--- config.mk ---
export PLATFORM = sky130hd
export DESIGN_NAME = text_page_loader
export DESIGN_NICKNAME = d
export VERILOG_FILES = /design/src/rtl/text_page_loader.sv
export SDC_FILE = /design/constraint.sdc
export NUM_CORES = 1
export LEC_CHECK = 0
export ABC_AREA = 1
export CAP_MARGIN = 10
export CORE_ASPECT_RATIO = 1.25
export CORE_MARGIN = 2
export CORE_UTILIZATION = 45
export CTS_CLUSTER_SIZE = 10
export DETAILED_ROUTE_END_ITERATION = 8
export GPL_TIMING_DRIVEN = 0
export PLACE_DENSITY = 0.79
export SLEW_MARGIN = 0
export SYNTH_ARGS = -nofsm -noshare
export SYNTH_HDL_FRONTEND = slang
export SYNTH_SLANG_ARGS = --single-unit
--- constraint.sdc ---
create_clock -name clk -period 1.8 [get_ports clk]
set_input_delay 0.18 -clock clk [delete_from_list [all_inputs] [get_ports clk]]
set_output_delay 0.18 -clock clk [all_outputs]
set_load 0.005 [all_outputs]
--- src/rtl/text_page_loader.sv ---
// text_page_loader
// Copies the page selected by the menu renderer from the page ROM into the
// character RAM, only during vertical blanking, so the renderer never reads a
// half-written page. A load that is cut short by the end of vblank leaves the
// RAM marked stale and is redone from index 0 on the next vblank edge.
//
// Handshake: there is no valid/ready pair here. A write to the character RAM
// happens on exactly the cycles where cram_we is high. The ROM is read with a
// fixed one-cycle latency, so each ROM address issued is paired with a write
// one cycle later. load_done is a one-cycle pulse that marks a complete page.
module text_page_loader #(
  parameter int N_CHARS = 256,
  parameter int DATA_W  = 7
) (
  input  logic              clk,
  input  logic              rst,
  input  logic              vblnk,
  input  logic [1:0]        select_text,
  input  logic              force_reload,
  output logic [9:0]        rom_addr,
  input  logic [DATA_W-1:0] rom_data,
  output logic              cram_we,
  output logic [7:0]        cram_addr,
  output logic [DATA_W-1:0] cram_wdata,
  output logic              busy,
  output logic              load_done,
  output logic [1:0]        loaded_page,
  output logic              page_valid,
  output logic              state_dbg
);

  // idx must be able to hold N_CHARS itself, which marks "all reads issued"
  localparam int IDX_W = 9;
  localparam logic [IDX_W-1:0] IDX_END = IDX_W'(N_CHARS);

  typedef enum logic {
    S_IDLE = 1'b0,
    S_LOAD = 1'b1
  } state_t;

  state_t             state_q, state_d;
  logic               vblnk_q;
  logic [IDX_W-1:0]   idx_q, idx_d;
  logic [1:0]         target_q;
  logic               wr_valid_q;
  logic [7:0]         wr_idx_q;
  logic [1:0]         loaded_page_q;
  logic               loaded_ok_q;
  logic               force_seen_q;
  logic               load_done_q;
  logic               page_valid_q;

  logic vblank_edge;
  logic pending;
  logic start;
  logic issue;
  logic finish;
  logic busy_next;

  // Qualifiers shared by the FSM and the datapath
  always_comb begin
    vblank_edge = vblnk & ~vblnk_q;
    pending     = ~loaded_ok_q | (select_text != loaded_page_q) | force_seen_q;
    start       = (state_q == S_IDLE) & vblank_edge & pending;
    // A ROM read is issued while indices remain and vblank is still active
    issue       = (state_q == S_LOAD) & (idx_q < IDX_END) & vblnk;
    // Last write has just gone out and vblank held to the end
    finish      = (state_q == S_LOAD) & vblnk & (idx_q == IDX_END);
  end

  // FSM state register
  always_ff @(posedge clk) begin
    if (rst) begin
      state_q <= S_IDLE;
    end else begin
      state_q <= state_d;
    end
  end

  // FSM next state: leave LOAD on completion or as soon as vblank drops
  always_comb begin
    state_d = state_q;
    case (state_q)
      S_IDLE: if (start) state_d = S_LOAD;
      S_LOAD: if (!vblnk || (idx_q == IDX_END)) state_d = S_IDLE;
      default: state_d = S_IDLE;
    endcase
  end

  // FSM outputs and ROM/RAM port drive
  always_comb begin
    busy       = (state_q == S_LOAD);
    busy_next  = (state_d == S_LOAD);
    state_dbg  = state_q;
    rom_addr   = {target_q, idx_q[7:0]};
    cram_we    = wr_valid_q;
    cram_addr  = wr_idx_q;
    cram_wdata = wr_valid_q ? rom_data : '0;
    load_done   = load_done_q;
    loaded_page = loaded_page_q;
    page_valid  = page_valid_q;
  end

  // Read index: advances once per issued read, parked at 0 outside LOAD
  always_comb begin
    idx_d = idx_q;
    if (state_d != S_LOAD) begin
      idx_d = '0;
    end else if (issue) begin
      idx_d = idx_q + 1'b1;
    end
  end

  // Datapath and page bookkeeping registers
  always_ff @(posedge clk) begin
    if (rst) begin
      vblnk_q       <= 1'b0;
      idx_q         <= '0;
      target_q      <= 2'd0;
      wr_valid_q    <= 1'b0;
      wr_idx_q      <= 8'd0;
      loaded_page_q <= 2'd0;
      loaded_ok_q   <= 1'b0;
      force_seen_q  <= 1'b0;
      load_done_q   <= 1'b0;
      page_valid_q  <= 1'b0;
    end else begin
      vblnk_q    <= vblnk;
      idx_q      <= idx_d;
      // The write lags its ROM read by one cycle; an abort drops the read in flight
      wr_valid_q <= issue;
      if (issue) begin
        wr_idx_q <= idx_q[7:0];
      end
      if (start) begin
        target_q    <= select_text;
        loaded_ok_q <= 1'b0;
      end else if (finish) begin
        loaded_ok_q   <= 1'b1;
        loaded_page_q <= target_q;
      end
      // A request arriving on the start cycle itself is kept for the next vblank
      if (force_reload) begin
        force_seen_q <= 1'b1;
      end else if (start) begin
        force_seen_q <= 1'b0;
      end
      load_done_q  <= finish;
      page_valid_q <= loaded_ok_q & (select_text == loaded_page_q) & ~busy_next;
    end
  end

endmodule

==> metrics.txt <==
Worst path max stage delay ~0.53 ns; final WL 2750 microns; Distinct cells, synth 27; pwr dens 645 nW/um^2; vias in the first global route 1107; hpwl dp 2110 microns; Synth warnings 0; PnR worst setup slack 0.116 ns; H-Tree Depth 1; CP Cell Sequence buf_4 > clkdlybuf4s50_1; area fraction of the dominant cell type after synthesis 0.420; Crit path arrival time 1.50 ns; First-pass DRT Iterations 4; commonest cells after routing, fill and taps aside 44 x clkdlybuf4s50_1, 33 x nand2_1, 28 x dfxtp_1; Max FO, Critical Path 6; CTS buffer count 3; CTS tree done; slowest stage cell, crit path dfxtp_1; IO Count 45; drc violations 0; Final Skew 0.00647 ns; Buf/Inv on CP 2; Port Buffers 44; first-pass GRT wire length approximately 4600 microns; Crit. End Element output pin; Final Hold Fails 0; fin crit share 0.936; Syn-to-layout area delta 40.3%; Core Rows 22; CTS root buf clkbuf_4; crit-path leading delay family buffers and inverters; Initial Utilization 0.462; Post-layout nets 240; critical path data required time about 1.6 ns; worst slack at placement roughly 0.26 ns; Die X ~53 microns; Syn Std Cell Area 1340 sq um; Setup violations, final 0; FF+latch count, synth 28; max-slew violations 0; Final min period around 1.7 ns; clk sinks 28; largest net degree at the start of global routing 17; slew margin rel. 0.795; status complete, no violations; Setup Crit Path Kind reg2out; Clock Path Buffers 2; Skew-Pair Late Insertion Delay 0.33 ns; Worst Hold Class in2reg; Pleak 0.000811 uW; syn_nets 191; setup TNS 0 ns; Post-Syn Area per Cell 7.59 sq um; Seq/Total Area, Yosys 0.420; Synth area leader dfxtp_1; total track usage 0.182; die height 64.9 microns; Post-CTS Hold Fix Bufs 0; Max Cap Viol 0; Vias between 1000 and 1500; fmax about 590 MHz; Placer Congestion 0.818; share of post-route cells with drive strength above 1 0.188; most common cell after layout, fill and taps aside clkdlybuf4s50_1; DR WL/cell roughly 11 microns; GRT overflow 0; die area 3420 sq um; CTS resizes 0; peak supply drop 522 uV; n_diodes 0; DR vias/cell about 4.6; Core ar. 2890 sq um; RSZ-0062 raised after global routing false; Worst-path clk slew about 0.15 ns; 1st-iter DRT viols 19; Slew @ Worst Pin just over 0.3 ns; total setup buffers inserted after CTS 0; dominant cells by area after synthesis dfxtp_1 42%, nand2_1 9.3%, nor2_1 7.0%, nor2_2 6.1%, buf_4 5.6%; synthesized instance count 176; post-route ant nets 0; Setup crit start kind flop; number of antenna violations at the first check in global routing 0
## report_power, final
part           internal (uW)  total (uW)  switching, uW
sequential               638         648           10.7
combinational           79.0         145           65.7
clock                    225         416            190
total                    942        1210            267
## worst register-to-register path: cells and delay by family, from the launching register on
kind            cells  cell delay, ns
flops               1            0.38
fa+ha+maj           1            0.16
buf+inv             1            0.10
compound gates      1            0.21
simple gates        4            0.50
## registers in the layout (all words and copies together), names as in the netlist
| signal | count |
|---|---|
| vblnk_q | 1 |
| cram_we | 1 |
| page_valid | 1 |
| target_q | 2 |
| idx_q | 9 |
| loaded_ok_q | 1 |
| load_done | 1 |
| cram_addr | 8 |
| force_seen_q | 1 |
| loaded_page | 2 |
| busy | 1 |
## cells in the mapped netlist, drive strengths merged
master	number
a41oi	1
dfxtp	28
buf	13
or2	1
inv	24
nand2	37
xnor2	1
a211oi	1
xor2	4
o21ai	10
a21oi	6
nand4	2
ha	2
nor2	38
nor3	3
nand3	5
## cell type report
| class | instances | area, sq um |
|---|---|---|
| Sequential cell | 28 | 561 |
| Tap cell | 36 | 45.0 |
| Inverter | 24 | 90.1 |
| Buffer | 13 | 103 |
| Multi-Input combinational cell | 111 | 582 |
| Timing Repair Buffer | 44 | 440 |
| Fill cell | 257 | 1020 |
| Clock buffer | 3 | 22.5 |
| Clock inverter | 1 | 30.0 |
## final timing paths
path | end | cells after the start | slack (ns) | startpoint
setup / recovery | rom_addr[3] | 2 | 0.12 | idx_q[3]
hold / removal | force_seen_q | 3 | 0.40 | force_reload
setup reg to reg | loaded_page[1] | 7 | 0.37 | idx_q[0]
hold reg to reg | cram_addr[0] | 2 | 0.47 | cram_addr[0]
## cell families (layout without fill, tap and decap cells)
family | count (synthesis) | in the layout | share of synthesized area
simple gates | 86 | 86 | 0.309
flops | 28 | 28 | 0.420
xor+xnor | 5 | 5 | 0.0328
fa+ha+maj | 2 | 2 | 0.0187
compound gates | 18 | 18 | 0.0750
buf+inv | 37 | 85 | 0.144
## routing by layer
| metal | global-route usage | routed length (microns) | up-vias |
|---|---|---|---|
| li1 | - | - | 623 |
| met1 | 0.195 | 1120 | 536 |
| met2 | 0.306 | 1360 | 38 |
| met3 | 0.0392 | 171 | 8 |
| met4 | 0.125 | 102 | 0 |
| met5 | 0 | 0 | - |
## per-stage QoR
step	instance area [sq um]	util	cells	hold WS [ns]	total power, uW
2_1_floorplan	1340	-	176	0.249	728
3_3_place_gp	1820	0.630	256	0.454	804
3_5_place_dp	1820	0.630	256	0.454	807
4_1_cts	1870	0.648	260	0.398	1220
5_1_grt	1870	0.648	260	0.399	1260
6_report	1870	0.648	260	0.395	1210
Note: power is estimated with default switching activity, not from simulation.
